**config.mk**
```make
export PLATFORM = sky130hd
export DESIGN_NAME = serial_rx_controller
export DESIGN_NICKNAME = d
export VERILOG_FILES = /design/src/rtl/serial_rx_controller.sv
export SDC_FILE = /design/constraint.sdc
export NUM_CORES = 1
export LEC_CHECK = 0
export CAP_MARGIN = 10
export CORE_MARGIN = 2
export CORE_UTILIZATION = 40
export DETAILED_ROUTE_END_ITERATION = 8
export GPL_TIMING_DRIVEN = 1
export PLACE_DENSITY_LB_ADDON = 0.08
export SLEW_MARGIN = 25
export SYNTH_ARGS = -nofsm -noshare
export SYNTH_HDL_FRONTEND = slang
export SYNTH_SLANG_ARGS = --single-unit
```
**constraint.sdc**
```tcl
create_clock -name clock -period 1.6 [get_ports clock]
set_input_delay 0.24 -clock clock [delete_from_list [all_inputs] [get_ports clock]]
set_output_delay 0.24 -clock clock [all_outputs]
set_load 0.05 [all_outputs]
```
**src/rtl/serial_rx_controller.sv**
```systemverilog
// Serial frame receiver: 2-flop synchroniser, start/data/stop sequencing with mid-bit
// sampling, and a one-deep valid/ready output buffer with error and overrun pulses.
module serial_rx_controller #(
  parameter int BIT_TICKS  = 4,
  parameter int DATA_WIDTH = 8,
  parameter int CNT_W      = 8
) (
  input  logic                  clock,
  input  logic                  reset,
  input  logic                  serialIn,
  output logic [DATA_WIDTH-1:0] parallelOut,
  output logic                  frameValid,
  input  logic                  frameReady,
  output logic                  frameError,
  output logic                  overrun,
  output logic                  busy,
  output logic [1:0]            stateDbg
);

  typedef enum logic [1:0] {IDLE, START, DATA, STOP} state_t;

  localparam int IDX_W = $clog2(DATA_WIDTH + 1);
  localparam logic [CNT_W-1:0] HALF_TC  = CNT_W'(BIT_TICKS / 2 - 1);
  localparam logic [CNT_W-1:0] FULL_TC  = CNT_W'(BIT_TICKS - 1);
  localparam logic [IDX_W-1:0] LAST_IDX = IDX_W'(DATA_WIDTH - 1);

  state_t state, stateNext;
  logic sync1, s;
  logic [CNT_W-1:0] counter, counterNext;
  logic [IDX_W-1:0] bitIdx, bitIdxNext;
  logic [DATA_WIDTH-1:0] shift, shiftNext;
  logic errNext, goodStop, loadOk;

  always_comb begin
    stateNext   = state;
    counterNext = counter;
    bitIdxNext  = bitIdx;
    shiftNext   = shift;
    errNext     = 1'b0;
    goodStop    = 1'b0;
    case (state)
      IDLE: begin
        counterNext = '0;
        if (s) stateNext = START;
      end
      START: begin
        if (counter == HALF_TC) begin
          counterNext = '0;
          if (s) begin
            bitIdxNext = '0;
            stateNext  = DATA;
          end else begin
            errNext   = 1'b1;
            stateNext = IDLE;
          end
        end else begin
          counterNext = counter + CNT_W'(1);
        end
      end
      DATA: begin
        if (counter == FULL_TC) begin
          counterNext = '0;
          shiftNext   = {s, shift[DATA_WIDTH-1:1]};
          bitIdxNext  = bitIdx + IDX_W'(1);
          if (bitIdx == LAST_IDX) stateNext = STOP;
        end else begin
          counterNext = counter + CNT_W'(1);
        end
      end
      STOP: begin
        if (counter == FULL_TC) begin
          counterNext = '0;
          stateNext   = IDLE;
          if (!s) goodStop = 1'b1;
          else    errNext  = 1'b1;
        end else begin
          counterNext = counter + CNT_W'(1);
        end
      end
      default: stateNext = IDLE;
    endcase
  end

  // frameValid/frameReady: a byte transfers on any cycle where both are high; frameValid
  // holds until then, and frameReady is ignored while frameValid is low.
  assign loadOk = goodStop && (!frameValid || frameReady);

  always_ff @(posedge clock) begin
    if (reset) begin
      sync1       <= 1'b0;
      s           <= 1'b0;
      state       <= IDLE;
      counter     <= '0;
      bitIdx      <= '0;
      shift       <= '0;
      parallelOut <= '0;
      frameValid  <= 1'b0;
      frameError  <= 1'b0;
      overrun     <= 1'b0;
    end else begin
      sync1      <= serialIn;
      s          <= sync1;
      state      <= stateNext;
      counter    <= counterNext;
      bitIdx     <= bitIdxNext;
      shift      <= shiftNext;
      frameError <= errNext;
      overrun    <= goodStop && !loadOk;
      if (loadOk) begin
        parallelOut <= shift;
        frameValid  <= 1'b1;
      end else if (frameValid && frameReady) begin
        frameValid <= 1'b0;
      end
    end
  end

  assign busy     = (state != IDLE);
  assign stateDbg = state;

endmodule

```
==> metrics.md, run 1 <==
| Metric | Value |
|---|---|
| Lkg Pwr | 0.908 nW |
| Antenna violations before repair | 0 |
| GRT Max-Usage Layer | met2 |
| TritonRoute pass-1 iters | 3 |
| Unrepaired setup endpoints after global routing | true |
| Max-slew headroom | 80.8% |
| Clock latency on the worst-skew pair | 0.33 ns |
| Leading area contributor after synthesis | dfxtp_1 |
| Num rows | 21 |
| Critical path arrival | 1.84 ns |
| Fill cells | 309 |
| Vias in the first global route | 1,150 |
| Post-synth EDFFs | 0 |
| Place WS | 0.0228 ns |
| Distinct cell type count after synthesis | 36 |
| Ys flop type | dfxtp_1 |
| Initial Utilization | 42.9% |
| Final setup violation count | 1 |
| Clk_skew | 0.00280 ns |
| Final worst-path cycle share | 100% |
| Endpoints failing hold | 0 |
| Reg area | 714 um2 |
| Cell Area, Placed | 1820 um2 |
| Area Overhead vs Synth | 35.6% |
| Root buffer cell | clkbuf_4 |
| Pin count of the biggest net entering global routing | 21 |
| GR met3 Demand/Resource | 3.65% |
| Drt wl/cell | 12.4 um |
| Post-DP HPWL | 2130 um |
| Die W | 64.5 um |
| Vias | 1,206 |
| GP Congestion | 0.813 |
| Placeable Area | 3420 um2 |
| H-tree levels | 2 |
| IO buf count | 17 |
| Cells after DPL | 230 |
| Synth Warn # | 0 |
| # clock sinks | 35 |
| Non-Filler Instances | 243 |
| All-layer global routing usage | 15.2% |
| Power, Total | 0.00141 W |
| Seq/Total Area, Yosys | 47.8% |
| CP Max Fanout | 3 |
| CTS Hold Buffers Added | 0 |
| Initial DRC Count | 52 |
| Type of destination of the critical path | flop |
| Failing checks | setup timing |
| Core Util, Final | 58.2% |
| Die area | 4160 um2 |
| TritonCTS clock tree | done |
| N_diodes | 0 |
| Fin area | 1990 um2 |
| Yosys reg bits | 35 |
| Run status | finished with violations |
| Antenna Nets Post-Route | 0 |
| Worst EP required | 1.84 ns |
| Crit path time final | 1.60 ns |
| Worst-path clk slew | 0.10 ns |
| Max Transition Viols Final | 0 |
| Syn Inst Count | 153 |
| Synth top area share | 47.8% |
| Least-Margin Pin Slew | 0.287 ns |
| WL final | 3020 um |
| First-pass GRT wire length | 4880 um |
| Fraction of layout instances using a drive strength above 1 | 32.5% |
| CP Launch Type | flop |
| Synth top area cells | dfxtp_1 (48%), mux2i_1 (12%), nor2_1 (7.4%) |
| Mapped Nets | 160 |
| Crit path kind | flop to flop |
| Cts bufs inserted | 5 |
| FMAX | 0.624 GHz |
| Synthesized area | 1470 um2 |
| Mean Syn Cell Area | 9.58 um2 |
| Max VDD drop | 593 uV |
| Die Y | 64.5 um |
| GRT Residual Overflow | 0 |
| Async SR Flop Fraction | 0% |
| I/O Pins | 18 |
| Layout Nets | 203 |
| Max clock buf depth | 2 |
| Final WS setup | -0.00161 ns |
| Min-Delay Path Class | flop to flop |
| Drt drc | 0 |
| Maxcap violations | 0 |
| Multi-input gate area | 768 um2 |
| Pwr dens | 709 nW/um2 |
| Met2 usage | 26.7% |
| Vias per cell | 4.96 |
| Met1 usage | 17.1% |
## per-layer routing
metal	part of all wire, %	vias up
met1	42	572
li1	-	614
met5	0	-
met2	53	13
met4	1.9	0
met3	2.8	7
## power by group
part	leakage, nW	total (W)	switching, W	internal, W
Clock	0.0282	0.000461	0.000291	0.000169
Combinational	0.594	0.0000717	0.0000374	0.0000343
Sequential	0.286	0.000876	0.00000496	0.000871
Total	0.908	0.00141	0.000334	0.00108
## per-stage QoR
stage / TNS, ns / hold WS (ns)
after global routing: -0.228 / 0.436
after floorplan: 0 / 0.368
after CTS: -0.00967 / 0.445
final: -0.00161 / 0.445
after detailed placement: 0 / 0.424
after global placement: 0 / 0.425
## cell families after synthesis
| group | count (synthesis) | synth area share (%) |
|---|---|---|
| and+or+nand+nor | 64 | 24.3 |
| buffers and inverters | 11 | 2.90 |
| adders and majority gates | 3 | 2.56 |
| muxes | 18 | 12.3 |
| DFF | 35 | 47.8 |
| xor gates and xnor gates | 6 | 3.59 |
| AOI/OAI and AO/OA | 16 | 6.49 |
## cells in the mapped netlist (4+ instances only)
cell type / number
clkbuf_1: 6
a21oi_1: 6
mux2i_1: 18
xor2_1: 5
dfxtp_1: 35
inv_1: 4
o21ai_0: 4
nor2_1: 29
nand3_1: 6
## state kept, by name, summed over array words and instances (netlist names), named ones only
signal	flops
bitIdx	4
parallelOut	8
sync1	1
s	1
stateDbg	1
shift	8
counter	8
frameError	1
frameValid	1
overrun	1
## timing repair
| action | CTS | global route |
|---|---|---|
| endpoints found under the setup margin | 2 | 21 |
| gates resized for setup | 3 | 20 |
| setup buffers | 2 | 3 |
| endpoints found under the hold margin | 0 | 0 |
| pin swaps | 1 | 5 |
## layout make-up
| class | count | area share [%] |
|---|---|---|
| clock buffers | 6 | 2.08 |
| clock inverters | 2 | 0.630 |
| inverters | 4 | 0.756 |
| multi-input cells | 107 | 38.7 |
| flip-flops and latches | 35 | 36.0 |
| well taps | 46 | 2.90 |
| repair buffers | 43 | 19.0 |
## final timing paths
path | startpoint | endpoint | slack (ns) | cells after the start
min reg2reg | sync1 | s | 0.45 | 1
max reg2reg | counter[1] | bitIdx[1] | -0.002 | 7
min | sync1 | s | 0.45 | 1
max | counter[1] | bitIdx[1] | -0.002 | 7
## cells in the final DEF, fill, tap and decap left out, types with 4 or more instances in the layout
cell,synthesis,final
nor2_1,29,29
xor2_1,5,5
dfxtp_1,35,30
mux2i_1,18,18
buf_6,0,4
a21oi_1,6,5
clkbuf_4,0,5
nand3_1,6,6
buf_4,0,33
## critical path, cell delays in order, from the launching register on
cell and delay (ns):
dfxtp_4 0.38, inv_2 0.05, ha_4 0.15, and4b_2 0.23, o211ai_1 0.28, buf_4 0.18, mux2i_1 0.18, nor2_1 0.06
No activity file was read; power rests on OpenSTA's default activity.
==> run 2, diff against run 1 <==
--- a/config.mk
+++ b/config.mk
@@ -11,6 +11,7 @@
 export DETAILED_ROUTE_END_ITERATION = 8
 export GPL_TIMING_DRIVEN = 1
 export PLACE_DENSITY_LB_ADDON = 0.08
+export SETUP_SLACK_MARGIN = 0.5
 export SLEW_MARGIN = 25
 export SYNTH_ARGS = -nofsm -noshare
 export SYNTH_HDL_FRONTEND = slang
==> run 2 against run 1 <==
Compared with the run above:
- the flow still finishes with violations (setup timing)
- count of clock-buffer cells in the layout up 1
- design area rose by 12%
- utilization up 7.0 points
- non-clock buffer count grew 7
- flip-flop and latch count did not move
- sequential power barely moved
- worst setup slack worse by 0.020 ns
- critical path type unchanged
- highest routed layer unchanged
==> metrics.md, run 2 (synthesized netlist as in run 1, its figures left out) <==
| Metric | Value |
|---|---|
| Fraction of layout instances using a drive strength above 1 | 45.6% (was 32.5%) |
| Placeable Area | 3420 um2 (unchanged) |
| Min-Delay Path Class | flop to flop (unchanged) |
| H-tree levels | 2 (unchanged) |
| Non-Filler Instances | 250 (was 243) |
| CTS Hold Buffers Added | 0 (unchanged) |
| Max VDD drop | 490 uV (was 593 uV) |
| Least-Margin Pin Slew | 0.364 ns (was 0.287 ns) |
| Antenna violations before repair | 0 (unchanged) |
| Crit path kind | flop to flop (unchanged) |
| Pwr dens | 697 nW/um2 (was 709 nW/um2) |
| GP Congestion | 0.800 (was 0.813) |
| CP Launch Type | flop (unchanged) |
| Drt drc | 0 (unchanged) |
| Vias in the first global route | 1,237 (was 1,150) |
| Max-slew headroom | 75.7% (was 80.8%) |
| First-pass GRT wire length | 5520 um (was 4880 um) |
| Critical path arrival | 1.84 ns (about the same) |
| Num rows | 21 (unchanged) |
| Antenna Nets Post-Route | 0 (unchanged) |
| Hold slack | 0.454 ns (was 0.445 ns) |
| N_diodes | 0 (unchanged) |
| All-layer global routing usage | 17.0% (was 15.2%) |
| # clock sinks | 35 (unchanged) |
| Initial DRC Count | 46 (was 52) |
| Final worst-path cycle share | 101% (was 100%) |
| Endpoints failing hold | 0 (unchanged) |
| Max clock buf depth | 2 (unchanged) |
| Crit-path max cell delay | 0.38 ns (about the same) |
| Fill cells | 274 (was 309) |
| Run status | finished with violations (unchanged) |
| Most common cell after layout, fill and taps aside | buf_4 (unchanged) |
| TritonRoute pass-1 iters | 4 (was 3) |
| GRT Residual Overflow | 0 (unchanged) |
| WL final | 3360 um (was 3020 um) |
| Max Transition Viols Final | 0 (unchanged) |
| Final WS setup | -0.0220 ns (was -0.00161 ns) |
| Crit path time final | 1.62 ns (was 1.60 ns) |
| Cts bufs inserted | 5 (unchanged) |
| Pin count of the biggest net entering global routing | 23 (was 21) |
| IO buf count | 17 (unchanged) |
| Die W | 64.5 um (unchanged) |
| Clk_skew | 0.00928 ns (was 0.00280 ns) |
| Vias | 1,279 (was 1,206) |
| Failing checks | setup timing (unchanged) |
| Power, Total | 0.00155 W (was 0.00141 W) |
| Post-DP HPWL | 2050 um (was 2130 um) |
| Worst-path clk slew | 0.11 ns (was 0.10 ns) |
| Buf+Inv Stages, Crit Path | 2 (unchanged) |
| Initial Utilization | 42.9% (unchanged) |
| Crit path max-delay cell type | dfxtp_4 (unchanged) |
| Top Registers | counter x8, parallelOut x8, shift x8 (unchanged) |
| Core Util, Final | 65.1% (was 58.2%) |
| Worst EP required | 1.82 ns (was 1.84 ns) |
| Unrepaired setup endpoints after global routing | true (unchanged) |
| Root buffer cell | clkbuf_4 (unchanged) |
| Die area | 4160 um2 (unchanged) |
| Die Y | 64.5 um (unchanged) |
| FMAX | 0.617 GHz (was 0.624 GHz) |
| CP Max Fanout | 5 (was 3) |
| Drt wl/cell | 13.4 um (was 12.4 um) |
| Critical path's top delay family | flip-flops (unchanged) |
| Final setup violation count | 2 (was 1) |
| Clock latency on the worst-skew pair | 0.33 ns (about the same) |
| I/O Pins | 18 (unchanged) |
| TritonCTS clock tree | done (unchanged) |
| Area Overhead vs Synth | 51.8% (was 35.6%) |
| Lkg Pwr | 0.981 nW (was 0.908 nW) |
| Vias per cell | 5.12 (was 4.96) |
| Crit-path cells | inv_2 > ha_4 > and4b_2 > o211ai_1 > buf_4 > mux2i_1 > nor2_1 (unchanged) |
| Type of destination of the critical path | flop (unchanged) |
| Layout Nets | 210 (was 203) |
| Commonest cells after routing, fill and taps aside | buf_4 (24), nor2_1 (22), dfxtp_1 (19), mux2i_1 (18), dfxtp_2 (12) (was buf_4 (33), dfxtp_1 (30), nor2_1 (29), mux2i_1 (18), nand3_1 (6)) |
| Maxcap violations | 0 (unchanged) |
| Cells after DPL | 219 (was 230) |
[run 2: cell count changes in the layout (fill, tap and decap cells not counted), moves of 6 or more]
| cell | before | now |
|---|---|---|
| buf_4 | 33 | 24 |
| nor2_2 | 0 | 6 |
| buf_8 | 1 | 10 |
| buf_6 | 4 | 10 |
| dfxtp_1 | 30 | 19 |
| dfxtp_2 | 2 | 12 |
| nor2_1 | 29 | 22 |
[run 2: worst reg2reg max path: stages, from the launching register on]
cell and delay, ns:
dfxtp_4 0.38, inv_2 0.04, ha_4 0.15, and4b_2 0.26
o211ai_1 0.27, buf_4 0.18, mux2i_1 0.18, nor2_1 0.07
[run 2: area by class of cell]
class                      instances  area, um2  share of cell area [%]
tap                               46       57.6                    2.59
clock buffer                       7       76.3                    3.43
timing repair buffer              50        517                    23.2
clock inverter                     1       5.00                   0.225
inverter                           4       15.0                   0.675
sequential                        35        731                    32.8
multi-input combinational        107        823                    37.0
[run 2: layer usage]
layer	part of all wire (%)	up-vias	global-route usage (%)
li1	-	630	-
met1	46	619	21.0
met2	49	22	28.8
met3	3.5	8	4.17
met4	1.7	0	6.38
met5	0	-	0
[run 2: worst paths after layout]
kind	start	endpoint	slack (ns)	depth (start not counted)
setup reg to reg	counter[1]	bitIdx[1]	-0.02	7
setup / recovery	counter[1]	bitIdx[1]	-0.02	7
hold / removal	sync1	s	0.45	1
hold reg to reg	sync1	s	0.45	1
[run 2: through the flow]
stage / setup TNS, ns / area [um2] / worst slack (ns)
floorplan: 0 / 1550 / 0.0388
global placement: 0 / 1770 / 0.0642
detailed placement: 0 / 1770 / 0.0311
CTS: 0 / 2100 / 0.00766
global route: -0.883 / 2220 / -0.142
finish: -0.0435 / 2220 / -0.0220
[run 2: power breakdown]
group	internal [W]	switching, W	leakage [nW]	total (W)
combinational	0.0000402	0.0000408	0.643	0.0000810
clock	0.000307	0.000286	0.0464	0.000593
sequential	0.000870	0.00000689	0.292	0.000877
[run 2: repair_timing]
item | 4_1_cts | 5_1_grt
endpoints found under the setup margin | 45 | 46
cloned | 1 | 0
resized for setup | 35 | 25
pin swaps | 15 | 7
setup buffers | 18 | 4
==> run 3, diff against run 2 <==
--- a/config.mk
+++ b/config.mk
@@ -8,6 +8,7 @@
 export CAP_MARGIN = 10
 export CORE_MARGIN = 2
 export CORE_UTILIZATION = 40
+export CTS_CLUSTER_SIZE = 10
 export DETAILED_ROUTE_END_ITERATION = 8
 export GPL_TIMING_DRIVEN = 1
 export PLACE_DENSITY_LB_ADDON = 0.08
==> results of run 3 <==
Final layout, timing and power as in run 2 (identical DEF).
